$ cat src/rtl/ethernet_rx_frame_filter_pkg.sv
// Shared constants, header field positions and FSM encoding for the RX frame filter.
// Field positions are beat index plus LSB within a 64-bit beat (byte 0 in [63:56]).
package rx_filter_pkg;

   localparam logic [15:0] ETHERTYPE_IPV4 = 16'h0800;
   localparam logic [7:0]  IP_VER_IHL     = 8'h45;
   localparam logic [7:0]  IP_PROTO_UDP   = 8'd17;
   localparam logic [47:0] BCAST_MAC      = '1;

   localparam int unsigned HDR_BEATS = 6;
   localparam int unsigned IDX_W     = 3;

   localparam int unsigned MAC_BEAT   = 0;
   localparam int unsigned MAC_LSB    = 16;
   localparam int unsigned ETYPE_BEAT = 1;
   localparam int unsigned ETYPE_LSB  = 16;
   localparam int unsigned VER_BEAT   = 1;
   localparam int unsigned VER_LSB    = 8;
   localparam int unsigned PROTO_BEAT = 2;
   localparam int unsigned PROTO_LSB  = 0;
   localparam int unsigned PORT_BEAT  = 4;
   localparam int unsigned PORT_LSB   = 16;

   typedef enum logic [2:0] {
      ST_CAPTURE,
      ST_DECIDE,
      ST_REPLAY,
      ST_PASS,
      ST_DROP
   } state_t;

endpackage

$ cat src/rtl/ethernet_rx_frame_filter_hdr_check.sv
// Combinational Eth/IPv4/UDP header validation over the buffered header beats.
module rx_hdr_check
   import rx_filter_pkg::*;
#(
   parameter logic [47:0] LOCAL_MAC    = 48'h02_00_00_00_00_01,
   parameter bit          ACCEPT_BCAST = 1'b1,
   parameter logic [15:0] UDP_DST_PORT = 16'd4791
) (
   input  logic [63:0] hdr [HDR_BEATS],
   output logic        mac_ok,
   output logic        type_ok,
   output logic        ver_ok,
   output logic        proto_ok,
   output logic        port_ok,
   output logic        pass
);

   logic [47:0] dst_mac;
   logic        unused_hdr_bits;

   assign dst_mac  = hdr[MAC_BEAT][MAC_LSB +: 48];
   assign mac_ok   = (dst_mac == LOCAL_MAC) || (ACCEPT_BCAST && (dst_mac == BCAST_MAC));
   assign type_ok  = hdr[ETYPE_BEAT][ETYPE_LSB +: 16] == ETHERTYPE_IPV4;
   assign ver_ok   = hdr[VER_BEAT][VER_LSB +: 8] == IP_VER_IHL;
   assign proto_ok = hdr[PROTO_BEAT][PROTO_LSB +: 8] == IP_PROTO_UDP;
   assign port_ok  = hdr[PORT_BEAT][PORT_LSB +: 16] == UDP_DST_PORT;
   assign pass     = mac_ok && type_ok && ver_ok && proto_ok && port_ok;

   // Payload bytes inside the header window are not inspected.
   assign unused_hdr_bits = ^{hdr[0][15:0], hdr[1][63:32], hdr[1][7:0], hdr[2][63:8],
                              hdr[3], hdr[4][63:32], hdr[4][15:0], hdr[5]};

endmodule

$ cat src/rtl/ethernet_rx_frame_filter.sv
// Store-and-check RX filter: buffers 6 header beats, replays accepted frames, discards the rest.
// Optional statistics counters enabled by defining RX_FILTER_STATS_EN.
module ethernet_rx_frame_filter
   import rx_filter_pkg::*;
#(
   parameter int unsigned DATA_WIDTH   = 64,
   parameter logic [47:0] LOCAL_MAC    = 48'h02_00_00_00_00_01,
   parameter bit          ACCEPT_BCAST = 1'b1,
   parameter logic [15:0] UDP_DST_PORT = 16'd4791
) (
   input  logic                    clk,
   input  logic                    rstn,
   input  logic [DATA_WIDTH-1:0]   s_axis_tdata,
   input  logic [DATA_WIDTH/8-1:0] s_axis_tkeep,
   input  logic                    s_axis_tvalid,
   output logic                    s_axis_tready,
   input  logic                    s_axis_tlast,
   output logic [DATA_WIDTH-1:0]   m_axis_tdata,
   output logic [DATA_WIDTH/8-1:0] m_axis_tkeep,
   output logic                    m_axis_tvalid,
   input  logic                    m_axis_tready,
   output logic                    m_axis_tlast,
   output logic [31:0]             rx_pass_count,
   output logic [31:0]             rx_drop_count,
   output logic [31:0]             rx_runt_count
);

   localparam logic [IDX_W-1:0] LAST_HDR_IDX = IDX_W'(HDR_BEATS - 1);
   localparam logic [IDX_W-1:0] REPLAY_DONE  = IDX_W'(HDR_BEATS);

   state_t                  state_q, state_d;
   logic [IDX_W-1:0]        idx_q, idx_d;

   logic [DATA_WIDTH-1:0]   hdr_data_q [HDR_BEATS];
   logic [DATA_WIDTH/8-1:0] hdr_keep_q [HDR_BEATS];
   logic                    hdr_last_q [HDR_BEATS];

   logic [DATA_WIDTH-1:0]   m_data_q;
   logic [DATA_WIDTH/8-1:0] m_keep_q;
   logic                    m_valid_q, m_last_q;

   logic s_ready_c, out_free, cap_we, load_replay, load_pass;
   logic runt_inc, drop_inc, pass_inc, hdr_pass;
   logic [4:0] unused_field_ok;

   rx_hdr_check #(
      .LOCAL_MAC    (LOCAL_MAC),
      .ACCEPT_BCAST (ACCEPT_BCAST),
      .UDP_DST_PORT (UDP_DST_PORT)
   ) u_hdr_check (
      .hdr      (hdr_data_q),
      .mac_ok   (unused_field_ok[0]),
      .type_ok  (unused_field_ok[1]),
      .ver_ok   (unused_field_ok[2]),
      .proto_ok (unused_field_ok[3]),
      .port_ok  (unused_field_ok[4]),
      .pass     (hdr_pass)
   );

   // The output register keeps draining in every state, so a previous frame's tail
   // may still be waiting while the next frame is being captured.
   assign out_free = !m_valid_q || m_axis_tready;
   assign pass_inc = m_valid_q && m_axis_tready && m_last_q;

   always_comb begin
      state_d     = state_q;
      idx_d       = idx_q;
      s_ready_c   = 1'b0;
      cap_we      = 1'b0;
      load_replay = 1'b0;
      load_pass   = 1'b0;
      runt_inc    = 1'b0;
      drop_inc    = 1'b0;
      case (state_q)
         ST_CAPTURE: begin
            s_ready_c = 1'b1;
            if (s_axis_tvalid) begin
               cap_we = 1'b1;
               if (idx_q == LAST_HDR_IDX) begin
                  state_d = ST_DECIDE;
               end else if (s_axis_tlast) begin
                  runt_inc = 1'b1;
                  idx_d    = '0;
               end else begin
                  idx_d = idx_q + 1'b1;
               end
            end
         end
         ST_DECIDE: begin
            idx_d = '0;
            if (hdr_pass) begin
               state_d = ST_REPLAY;
            end else begin
               drop_inc = 1'b1;
               state_d  = hdr_last_q[HDR_BEATS-1] ? ST_CAPTURE : ST_DROP;
            end
         end
         ST_REPLAY: begin
            if (idx_q != REPLAY_DONE) begin
               if (out_free) begin
                  load_replay = 1'b1;
                  idx_d       = idx_q + 1'b1;
               end
            end else if (m_valid_q && m_axis_tready) begin
               idx_d   = '0;
               state_d = hdr_last_q[HDR_BEATS-1] ? ST_CAPTURE : ST_PASS;
            end
         end
         ST_PASS: begin
            s_ready_c = out_free;
            if (s_axis_tvalid && out_free) begin
               load_pass = 1'b1;
               if (s_axis_tlast) state_d = ST_CAPTURE;
            end
         end
         ST_DROP: begin
            s_ready_c = 1'b1;
            if (s_axis_tvalid && s_axis_tlast) state_d = ST_CAPTURE;
         end
         default: state_d = ST_CAPTURE;
      endcase
   end

   always_ff @(posedge clk or negedge rstn) begin
      if (!rstn) begin
         state_q   <= ST_CAPTURE;
         idx_q     <= '0;
         m_data_q  <= '0;
         m_keep_q  <= '0;
         m_valid_q <= 1'b0;
         m_last_q  <= 1'b0;
      end else begin
         state_q <= state_d;
         idx_q   <= idx_d;
         if (load_replay) begin
            m_data_q  <= hdr_data_q[idx_q];
            m_keep_q  <= hdr_keep_q[idx_q];
            m_last_q  <= hdr_last_q[idx_q];
            m_valid_q <= 1'b1;
         end else if (load_pass) begin
            m_data_q  <= s_axis_tdata;
            m_keep_q  <= s_axis_tkeep;
            m_last_q  <= s_axis_tlast;
            m_valid_q <= 1'b1;
         end else if (m_axis_tready) begin
            m_valid_q <= 1'b0;
         end
      end
   end

   always_ff @(posedge clk) begin
      if (cap_we) begin
         hdr_data_q[idx_q] <= s_axis_tdata;
         hdr_keep_q[idx_q] <= s_axis_tkeep;
         hdr_last_q[idx_q] <= s_axis_tlast;
      end
   end

   // Ready is forced low while reset is held, even though the state is already CAPTURE.
   assign s_axis_tready = rstn && s_ready_c;
   assign m_axis_tdata  = m_data_q;
   assign m_axis_tkeep  = m_keep_q;
   assign m_axis_tvalid = m_valid_q;
   assign m_axis_tlast  = m_last_q;

`ifdef RX_FILTER_STATS_EN
   logic [31:0] pass_cnt_q, drop_cnt_q, runt_cnt_q;

   always_ff @(posedge clk or negedge rstn) begin
      if (!rstn) begin
         pass_cnt_q <= '0;
         drop_cnt_q <= '0;
         runt_cnt_q <= '0;
      end else begin
         if (pass_inc) pass_cnt_q <= pass_cnt_q + 32'd1;
         if (drop_inc) drop_cnt_q <= drop_cnt_q + 32'd1;
         if (runt_inc) runt_cnt_q <= runt_cnt_q + 32'd1;
      end
   end

   assign rx_pass_count = pass_cnt_q;
   assign rx_drop_count = drop_cnt_q;
   assign rx_runt_count = runt_cnt_q;
`else
   logic unused_stats;
   assign unused_stats  = ^{pass_inc, drop_inc, runt_inc};
   assign rx_pass_count = '0;
   assign rx_drop_count = '0;
   assign rx_runt_count = '0;
`endif

endmodule

$ cat config.mk
export PLATFORM = sky130hd
export DESIGN_NAME = ethernet_rx_frame_filter
export DESIGN_NICKNAME = d
export VERILOG_FILES = /design/src/rtl/ethernet_rx_frame_filter_pkg.sv /design/src/rtl/ethernet_rx_frame_filter_hdr_check.sv /design/src/rtl/ethernet_rx_frame_filter.sv
export SDC_FILE = /design/constraint.sdc
export NUM_CORES = 1
export LEC_CHECK = 0
export ABC_AREA = 1
export CAP_MARGIN = 10
export CORE_UTILIZATION = 60
export CTS_CLUSTER_DIAMETER = 60
export DETAILED_ROUTE_END_ITERATION = 8
export PLACE_DENSITY_LB_ADDON = 0.08
export RECOVER_POWER = 100
export SLEW_MARGIN = 25
export SYNTH_ARGS = -nofsm -noshare
export SYNTH_HDL_FRONTEND = slang
export SYNTH_SLANG_ARGS = --single-unit
$ cat constraint.sdc
create_clock -name clk -period 17.88 [get_ports clk]
set_clock_uncertainty 0.1 [all_clocks]
set_input_delay 3.576 -clock clk [delete_from_list [all_inputs] [get_ports clk]]
set_output_delay 3.576 -clock clk [all_outputs]
set_load 0.05 [all_outputs]
==> results of run 1 <==
## area by class of cell
class / instances / area share (%)
diodes: 2 / 0.02028
clock buffers: 74 / 6.018
clock inverters: 20 / 0.4715
inverters: 59 / 0.9176
multi-input cells: 1148 / 22.22
flip-flops and latches: 518 / 61.42
well taps: 461 / 2.337
repair buffers: 175 / 6.601
## registers in the layout, indices dropped and copies added (netlist names)
name,cells
m_axis_tkeep,8
hdr_keep_q,48
hdr_data_q,384
m_axis_tlast,1
m_axis_tdata,64
idx_q,3
state_q,3
m_axis_tvalid,1
hdr_last_q,6
## where the power goes
| part | switching, mW | internal [mW] |
|---|---|---|
| clock network | 0.431 | 0.588 |
| registers | 0.0617 | 1.46 |
| logic | 0.570 | 0.188 |
| total | 1.06 | 2.24 |
## synthesized netlist by cell type, types with 6 or more instances
master and number:
a221oi_1 19, o21ai_1 34, buf_2 50, inv_1 27, inv_2 32, o22ai_1 6
nor2_1 358, buf_4 101, o2111ai_1 6, o21ai_0 181, edfxtp_1 438, o2111ai_2 19
a21oi_1 77, nor3_1 21, o221ai_1 24, nand4_1 14, nand3_1 13, dfrtp_1 80
a22oi_2 22, nand2_1 233, clkbuf_1 34
## placed cells by master (no fill, tap or decap), drive strengths merged, types with 3 or more instances in the layout
| cell | Yosys | layout |
|---|---|---|
| dlygate4sd3 | 0 | 150 |
| inv | 59 | 49 |
| o221ai | 24 | 24 |
| nand3 | 13 | 13 |
| o2111ai | 25 | 25 |
| dfrtp | 80 | 80 |
| nand2 | 237 | 237 |
| clkbuf | 34 | 91 |
| o211ai | 3 | 3 |
| nand4 | 14 | 14 |
| edfxtp | 438 | 438 |
| buf | 161 | 8 |
| ha | 3 | 3 |
| conb | 1 | 96 |
| nor3 | 21 | 21 |
| a21oi | 77 | 77 |
| a221oi | 19 | 19 |
| o21ai | 215 | 215 |
| o22ai | 6 | 6 |
| nor2 | 365 | 365 |
| a22oi | 25 | 25 |
| clkinv | 0 | 28 |
## logic make-up (layout without fill, tap and decap cells)
kind of cell,count (synthesis),in the layout,share of synthesized area (%)
and+or+nand+nor,651,651,11.86
xor gates and xnor gates,1,1,0.04018
adders and majority gates,3,3,0.1722
AOI/OAI and AO/OA,397,397,11.72
DFF,518,518,69.51
other,1,98,0.01720
buffers and inverters,254,328,6.680
## per-layer routing
| metal | up-vias | part of all wire [%] | GRT usage, % | wire length [um] |
|---|---|---|---|---|
| li1 | 6535 | - | - | - |
| met1 | 7102 | 42 | 40.04 | 21160 |
| met2 | 632 | 48 | 43.89 | 24470 |
| met3 | 85 | 7.5 | 3.873 | 3793 |
| met4 | 2 | 2.4 | 9.237 | 1233 |
| met5 | - | 0.026 | 0 | 13 |
## worst min-delay path, cell delays in order, from the launching register on
cell	delay, ns
dfrtp_1	0.34
nand2_1	0.05
o21ai_0	0.06
## worst paths after layout
path	endpoint	startpoint	slack [ns]	cells after the start
max reg2reg	m_axis_tvalid$_DFFE_PN0P_	idx_q[0]$_DFFE_PN0P_	11.69	11
min	m_axis_tdata[27]$_DFFE_PN0P_	m_axis_tdata[27]$_DFFE_PN0P_	0.38	2
min in group asynchronous	m_axis_tdata[20]$_DFFE_PN0P_	rstn	3.69	1
min reg2reg	m_axis_tdata[27]$_DFFE_PN0P_	m_axis_tdata[27]$_DFFE_PN0P_	0.38	2
max	s_axis_tready	rstn	7.67	3
max in group asynchronous	idx_q[0]$_DFFE_PN0P_	rstn	9.87	2
==> key figures, run 1 <==
Logic synthesis
  – Ranking of synthesized cells by area: edfxtp_1 60%, dfrtp_1 9.2%, nor2_1 6.2%
  – Post-Syn Area: 0.02180 mm^2
  – Syn avg cell area: 11.95 um^2
  – Synthesized flop and latch total: 518
  – Number of flops mapped to enable cells by yosys: 438
  – Post-synth ARST share: 15.44%
  – Register area share after synthesis: 69.51%
  – Yosys top cell area share: 60.33%
  – Syn Inst Count: 1825
  – Leading area contributor after synthesis: edfxtp_1
  – Top_reg_cell synth: edfxtp_1
  – Synth warn: 0
  – Synth cell types: 39

Cells and area
  – Final Cell Area: 0.02468 mm^2
  – Layout Cells excl Fill: 2457
  – Share of layout cells above drive strength 1: 7.071%
  – # fillers: 2577
  – Syn-to-layout area delta: 13.20%
  – Final Core Density: 69.22%
  – Footprint of the multi-input gates: 0.005483 mm^2
  – Nets: 2032
  – Storage cell area: 0.01516 mm^2

Timing
  – Pins Over Slew Limit: 653
  – Final WS setup: 7.669 ns
  – FMAX: 97.93 MHz
  – RSZ-0062 raised after global routing: no
  – Measured slew at the worst slew-check pin: 4.197 ns
  – Setup violations, final: 0
  – Hold Vio Cnt, Final: 0
  – Final worst path period need: 10.21 ns
  – Fin crit share: 57.11%
  – Final setup TNS: 0 ns
  – Final hold slack: 0.3806 ns
  – Max-slew headroom: -179.8%

Clocking
  – Total CTS buffers: 50
  – Root buffer cell: clkbuf_16
  – Htree depth: 2
  – Clock tree sinks: 518
  – CTS tree: done
  – Clock Tree Buf Depth: 3
  – Clock latency on the worst-skew pair: 0.57 ns
  – Postcts setup bufs: 0
  – Hold_buf cts: 0
  – Post-CTS Resized: 0
  – Clk slew on worst S/H paths: 0.06 ns

Die
  – Die area: 0.03710 mm^2
  – Core Box Area: 0.03566 mm^2
  – Die span in x: 192.6 um
  – Num rows: 69
  – Chip height: 192.6 um
  – Initial Util: 61.15%
  – Io pins: 248

Detailed routing
  – WL per Instance: 20.62 um
  – Vias per cell: 5.843
  – DR iter-0 viols: 1318
  – DR vias: 14360
  – Post-DRT Antenna Nets: 0
  – DRC: 56
  – Drt pass-1 iters: 7
  – Routed WL: 50660 um

Worst setup path
  – Crit. End Element: output pin
  – Critical Path AT: 6.54 ns
  – Startpoint types: input port
  – Slowest stage delay, CP: 1.75 ns
  – Slowest-stage cell, CP: clkbuf_1
  – Cell breakdown of the critical path: clkbuf_1 -> o21a_1 -> dlygate4sd3_1
  – Worst Path Class, Setup: input port to output pin
  – Max Fanout on Critical Path: 38
  – CP delay by family, top: buffers and inverters
  – WP buf/inv: 2
  – WP data required: 14.20 ns

GRT
  – Initial antenna violation count: 3
  – Largest net degree at the start of global routing: 112
  – Gr ovfl total: 0
  – First-pass GRT wire length: 77000 um
  – All-Layer GR Usage: 27.78%
  – Vias in the first global route: 13570

Placement
  – Placement Cell Area: 0.02324 mm^2
  – Placer congestion estimate: 0.8422
  – # port buffers: 151
  – Dpl ws: 8.773 ns
  – Final HPWL DP: 27580 um
  – Placed Cells: 2361

Power
  – Leak: 8.893 nW
  – Total design power: 3.298 mW
  – Peak VDD IR: 0.00008491 V
  – PwrDens: 133.6 mW/mm^2

Run status
  – Failing checks: design-rule violations, max-capacitance violations, max-slew violations
  – Run status: finished with violations

Min path
  – Hold Crit Class: flop to flop

Flow run
  – Max-cap violations: 16
Note: power is estimated with default switching activity, not from simulation.
==> inputs of run 2 (changes only) <==
--- a/config.mk
+++ b/config.mk
@@ -7,7 +7,7 @@
 export LEC_CHECK = 0
 export ABC_AREA = 1
 export CAP_MARGIN = 10
-export CORE_UTILIZATION = 60
+export CORE_UTILIZATION = 56
 export CTS_CLUSTER_DIAMETER = 60
 export DETAILED_ROUTE_END_ITERATION = 8
 export PLACE_DENSITY_LB_ADDON = 0.08
==> constraint.sdc (replaced) <==
create_clock -name clk -period 9.8 [get_ports clk]
set_clock_uncertainty 0.1 [all_clocks]
set_input_delay 1.96 -clock clk [delete_from_list [all_inputs] [get_ports clk]]
set_output_delay 1.96 -clock clk [all_outputs]
set_load 0.05 [all_outputs]
==> run 2 against run 1 <==
  * The flow finishes with violations (max-capacitance violations, max-slew violations)
  * Utilization fell by 4.0 points
  * Largest cell class unchanged
  * Design area rose by 0.54%
  * Sequential share of layout area fell by 0.33 points
==> key figures, run 2 (synthesis gave the netlist of run 1 again) <==
Run status
  – Run status: finished with violations
  – Failing checks: max-capacitance violations, max-slew violations

Power
  – Leak: 8.964 nW (+0.80%)
  – Peak VDD IR: 0.0002343 V (+180%)
  – PwrDens: 246.3 mW/mm^2 (+84%)
  – Total design power: 6.111 mW (+85%)

Cells and area
  – Syn-to-layout area delta: 13.81%
  – Most frequent cells in the layout: 438 x edfxtp_1, 359 x nor2_1, 234 x nand2_1, 214 x o21ai_0, 150 x dlygate4sd3_1
  – Final Cell Area: 0.02481 mm^2 (+0.54%)
  – Final Core Density: 65.26% (-4.0 points)
  – Share of layout cells above drive strength 1: 7.511% (+0.44 points)
  – Commonest non-fill, non-tap cell in the layout: edfxtp_1
  – Largest Register: hdr_data_q
  – Layout Cells excl Fill: 2510 (+2.2%)
  – Max reg flops: 384 (unchanged)
  – # fillers: 2894 (+12%)
  – Nets: 2034 (+0.098%)
  – Footprint of the multi-input gates: 0.005438 mm^2 (-0.82%)
  – Storage cell area: 0.01516 mm^2 (unchanged)

Flow run
  – Max-cap violations: 14 (-2)

Die
  – Die area: 0.03973 mm^2 (+7.1%)
  – Chip height: 199.3 um (+3.5%)
  – Io pins: 248 (unchanged)
  – Core Box Area: 0.03802 mm^2 (+6.6%)
  – Die span in x: 199.3 um (+3.5%)
  – Num rows: 71 (+2.9%)
  – Initial Util: 57.34% (-3.8 points)

Timing
  – Final worst path period need: 7.091 ns
  – Setup violations, final: 0 (unchanged)
  – RSZ-0062 raised after global routing: no
  – Final hold slack: 0.3837 ns (+0.003102 ns)
  – Hold Vio Cnt, Final: 0 (unchanged)
  – Pins Over Slew Limit: 572 (-12%)
  – Measured slew at the worst slew-check pin: 4.369 ns (+0.1719 ns)
  – Fin crit share: 72.35%
  – Final WS setup: 2.709 ns (-4.959 ns)
  – Final setup TNS: 0 ns (unchanged)
  – Max-slew headroom: -191.2% (-11 points)
  – FMAX: 141.0 MHz

Worst setup path
  – Worst Path Class, Setup: input port to flop
  – WP data required: 10.16 ns (-4.04 ns)
  – Startpoint types: input port
  – Critical Path AT: 7.45 ns (+0.91 ns)
  – Max Fanout on Critical Path: 74 (+95%)
  – Crit. End Element: flop

GRT
  – Gr ovfl total: 0 (unchanged)
  – Largest net degree at the start of global routing: 125 (+12%)
  – Initial antenna violation count: 1 (-2)
  – All-Layer GR Usage: 26.02% (-1.8 points)
  – Vias in the first global route: 13240 (-2.5%)
  – First-pass GRT wire length: 77310 um (+0.40%)

Detailed routing
  – DR iter-0 viols: 1063 (-19%)
  – Drt pass-1 iters: 5 (-2)
  – WL per Instance: 20.20 um (-2.0%)
  – Post-DRT Antenna Nets: 0 (unchanged)
  – Vias per cell: 5.602 (-4.1%)
  – DR vias: 14060 (-2.1%)
  – DRC: 0 (-100%)
  – Routed WL: 50710 um (about the same)

Clocking
  – Post-CTS Resized: 0 (unchanged)
  – Clock latency on the worst-skew pair: 0.58 ns (about the same)
  – Hold_buf cts: 0 (unchanged)
  – CTS tree: done
  – Htree depth: 2 (unchanged)
  – Clock tree sinks: 518 (unchanged)
  – Postcts setup bufs: 0 (unchanged)
  – Root buffer cell: clkbuf_16
  – Clk slew on worst S/H paths: 0.06 ns (about the same)
  – Clock Tree Buf Depth: 3 (unchanged)
  – Total CTS buffers: 52 (+4.0%)

Placement
  – Placement Cell Area: 0.02329 mm^2 (+0.22%)
  – Dpl ws: 4.037 ns (-4.737 ns)
  – # port buffers: 151 (unchanged)
  – Placed Cells: 2410 (+2.1%)
  – Placer congestion estimate: 0.8561 (+1.7%)
  – Final HPWL DP: 27550 um (-0.10%)

Min path
  – Hold Crit Class: flop to flop
run 2: worst max-delay path, cell delays in order:
cell,delay (ns)
dlygate4sd3_1,0.57
nor2_1,0.15
nor2_2,0.15
nand2_1,0.49
clkinv_1,0.14
clkbuf_1,3.08
nor2_4,-0.09
buf_4,0.46
a22oi_1,0.35
inv_2,0.04
run 2: metal layers:
| metal | vias to the layer above | GRT usage, % | wire length [um] |
|---|---|---|---|
| li1 | 6531 | - | - |
| met2 | 484 | 43.62 | 25030 |
| met1 | 6994 | 36.41 | 21980 |
| met5 | - | 0 | 0 |
| met3 | 52 | 3.460 | 2994 |
| met4 | 0 | 5.783 | 709 |
run 2: cell type report:
cell class / instances / area share (%)
sequential: 518 / 61.09
multi-input combinational: 1148 / 21.91
timing repair buffer: 175 / 6.676
clock buffer: 73 / 5.889
tap: 511 / 2.577
clock inverter: 24 / 0.9228
inverter: 59 / 0.9127
antenna: 2 / 0.02017
run 2: power by group:
part           internal (mW)  leakage (nW)  total (mW)  switching, mW
logic                  0.348          3.17        1.40           1.05
registers               2.66          4.96        2.76         0.0953
clock network           1.15         0.834        1.96          0.810
run 2: worst paths after layout:
path	from	endpoint	slack, ns	depth (start not counted)
max reg2reg	m_axis_tvalid$_DFFE_PN0P_	m_axis_tdata[49]$_DFFE_PN0P_	4.17	10
min reg2reg	m_axis_tdata[14]$_DFFE_PN0P_	m_axis_tdata[14]$_DFFE_PN0P_	0.38	2
max in group asynchronous	rstn	idx_q[0]$_DFFE_PN0P_	3.25	2
min	m_axis_tdata[14]$_DFFE_PN0P_	m_axis_tdata[14]$_DFFE_PN0P_	0.38	2
min in group asynchronous	rstn	m_axis_tdata[18]$_DFFE_PN0P_	2.06	1
max	m_axis_tready	m_axis_tdata[49]$_DFFE_PN0P_	2.71	10
==> inputs of run 3 (changes only) <==
==> constraint.sdc (replaced) <==
create_clock -name clk -period 7.1 [get_ports clk]
set_clock_uncertainty 0.1 [all_clocks]
set_input_delay 1.42 -clock clk [delete_from_list [all_inputs] [get_ports clk]]
set_output_delay 1.42 -clock clk [all_outputs]
set_load 0.05 [all_outputs]
==> run 3 against run 2 <==
  * The flow still finishes with violations (max-capacitance violations, max-slew violations)
  * Via count increased by 0.35%
  * Cell count about the same
  * First-iteration DRC count decreased by 5.1%
  * Die area unchanged
  * Setup slack got worse by 1.3 ns
  * Clock-buffer cell count increased by 4
  * Power increased by 40%
  * Utilization increased by 0.15 points
  * Combinational power increased by 35%
  * Design area increased by 0.24%
  * Hold slack got worse by 0.0055 ns
  * Register-to-register slack got worse by 2.7 ns
  * Critical path type is now flop to flop
==> key figures, run 3 (synthesis gave the netlist of run 1 again) <==
Timing
  – Max-slew headroom: -118.6% (+73 points)
  – FMAX: 176.2 MHz
  – Setup violations, final: 0 (unchanged)
  – Fin crit share: 79.92%
  – Measured slew at the worst slew-check pin: 3.279 ns (-1.089 ns)
  – Final setup TNS: 0 ns (unchanged)
  – RSZ-0062 raised after global routing: no
  – Final worst path period need: 5.674 ns
  – Hold Vio Cnt, Final: 0 (unchanged)
  – Pins Over Slew Limit: 482 (-16%)

Power
  – Switching share of total power: 31.82% (-0.17 points)
  – Leak: 8.999 nW (+0.38%)
  – Switching power: 2.720 mW (+39%)
  – Total design power: 8.546 mW (+40%)
  – Internal Power: 5.827 mW (+40%)
  – Peak VDD IR: 0.0002594 V (+11%)
  – PwrDens: 343.6 mW/mm^2 (+40%)
  – Sequential Power Share: 45.2% (about the same)
  – Logic pwr share: 22.2% (-0.7 points)
  – Clock power frac: 32.6% (+0.6 points)

GRT
  – Gr ovfl total: 0 (unchanged)
  – First-pass GRT wire length: 78520 um (+1.6%)
  – Vias in the first global route: 13720 (+3.6%)
  – Largest net degree at the start of global routing: 119 (-4.8%)
  – Initial antenna violation count: 2 (+1)
  – All-Layer GR Usage: 26.53% (+0.51 points)

Cells and area
  – Syn-to-layout area delta: 14.08%
  – Storage cell area: 0.01516 mm^2 (about the same)
  – Max reg flops: 384 (unchanged)
  – Share of layout cells above drive strength 1: 7.365% (-0.15 points)
  – Largest Register: hdr_data_q
  – Most frequent cells in the layout: 438 x edfxtp_1, 360 x nor2_1, 233 x nand2_1, 214 x o21ai_0, 149 x dlygate4sd3_1
  – Nets: 2033 (-0.049%)
  – # fillers: 2945 (+1.8%)
  – Layout Cells excl Fill: 2509 (-0.040%)
  – Footprint of the multi-input gates: 0.005448 mm^2 (+0.18%)
  – Commonest non-fill, non-tap cell in the layout: edfxtp_1

Detailed routing
  – DRC: 0 (unchanged)
  – DR vias: 14110 (+0.35%)
  – Routed WL: 51320 um (+1.2%)
  – DR iter-0 viols: 1009 (-5.1%)
  – Drt pass-1 iters: 7 (+2)
  – Vias per cell: 5.624 (+0.39%)
  – Post-DRT Antenna Nets: 0 (unchanged)
  – WL per Instance: 20.45 um (+1.2%)

Clocking
  – Clk slew on worst S/H paths: 0.06 ns (about the same)
  – Root buffer cell: clkbuf_16
  – Postcts setup bufs: 0 (unchanged)
  – Clock tree sinks: 518 (unchanged)
  – CTS tree: done
  – Clock latency on the worst-skew pair: 0.60 ns (+0.02 ns)
  – Htree depth: 2 (unchanged)
  – Total CTS buffers: 52 (unchanged)
  – Post-CTS Resized: 0 (unchanged)
  – Clock Tree Buf Depth: 3 (unchanged)
  – Hold_buf cts: 0 (unchanged)

Placement
  – Placed Cells: 2409 (-0.041%)
  – Placer congestion estimate: 0.8486 (-0.88%)
  – # port buffers: 151 (unchanged)
  – Final HPWL DP: 28440 um (+3.2%)

Run status
  – Failing checks: max-capacitance violations, max-slew violations
  – Run status: finished with violations

Worst setup path
  – Worst Path Class, Setup: flop to flop
  – Critical Path AT: 6.05 ns (-1.40 ns)
  – Startpoint types: flop
  – WP data required: 7.47 ns (-2.69 ns)
  – Crit. End Element: flop
  – Max Fanout on Critical Path: 118 (+59%)

Die
  – Die span in x: 199.3 um (unchanged)
  – Initial Util: 57.34% (unchanged)
  – Die area: 0.03973 mm^2 (unchanged)
  – Core Box Area: 0.03802 mm^2 (unchanged)
  – Io pins: 248 (unchanged)
  – Num rows: 71 (unchanged)
  – Chip height: 199.3 um (unchanged)

Min path
  – Hold Crit Class: flop to flop

Flow run
  – Max-cap violations: 14 (unchanged)
## run 3: cell types whose count changed in the layout (fill, tap and decap cells not counted), moves of 2 or more
cell,delta
inv_2,-2
clkinv_2,-6
inv_1,+3
bufinv_16,+2
buf_6,-2
clkinvlp_4,-2
buf_4,+2
clkbuf_8,+2
## run 3: path summary, 6_finish.rpt
check / startpoint / to / slack, ns / depth (start not counted)
max: idx_q[0]$_DFFE_PN0P_ / m_axis_tdata[15]$_DFFE_PN0P_ / 1.43 / 11
min: m_axis_tdata[23]$_DFFE_PN0P_ / m_axis_tdata[23]$_DFFE_PN0P_ / 0.38 / 2
max reg2reg: idx_q[0]$_DFFE_PN0P_ / m_axis_tdata[15]$_DFFE_PN0P_ / 1.43 / 11
min reg2reg: m_axis_tdata[23]$_DFFE_PN0P_ / m_axis_tdata[23]$_DFFE_PN0P_ / 0.38 / 2
max in group asynchronous: rstn / idx_q[0]$_DFFE_PN0P_ / 2.65 / 2
min in group asynchronous: rstn / m_axis_tdata[17]$_DFFE_PN0P_ / 0.73 / 1
## run 3: power groups by stage
stage          combinational (mW)  sequential, mW  clock, mW
3_5_place_dp                 1.92            3.91          0
2_1_floorplan                1.32            3.94          0
6_report                     1.89            3.87       2.79
3_3_place_gp                 1.90            3.90          0
5_1_grt                      2.08            3.90       2.94
4_1_cts                      1.93            3.84       2.82
## run 3: per-layer routing
| metal | track usage (%) | vias up | routed length [um] |
|---|---|---|---|
| met5 | 0 | - | 0 |
| met4 | 8.034 | 0 | 1155 |
| met3 | 3.578 | 87 | 3844 |
| met2 | 43.10 | 565 | 24570 |
| met1 | 37.45 | 6915 | 21750 |
| li1 | - | 6543 | - |
## run 3: worst max-delay path, stage by stage (launching register included)
cell and delay (ns):
dfrtp_4 1.09, inv_6 0.55, ha_1 0.43, nand2_1 0.07, inv_1 0.07, nor2_1 0.14
inv_1 0.12, nor2_8 0.62, inv_1 0.74, clkbuf_2 0.90, nor3_1 0.48, o21ai_0 0.12
## run 3: cell type report
cell class                      count  area share [%]
Multi-Input combinational cell   1148           21.90
Sequential cell                   518           60.95
Clock inverter                     20           1.011
Timing Repair Buffer              174           6.620
Clock buffer                       77           6.016
Antenna cell                        2         0.02012
Tap cell                          511           2.571
Inverter                           59          0.9105
## run 3: stage by stage
stage	cell area [um^2]	hold slack, ns	setup WS (ns)	utilization (%)
after floorplan	22160	0.3978	-0.08594	-
after global routing	24870	0.4048	1.094	65.40
after global placement	23290	0.3727	2.323	61.24
final	24870	0.3782	1.426	65.42
after CTS	25030	0.3934	2.334	65.84
after detailed placement	23290	0.3777	2.308	61.24
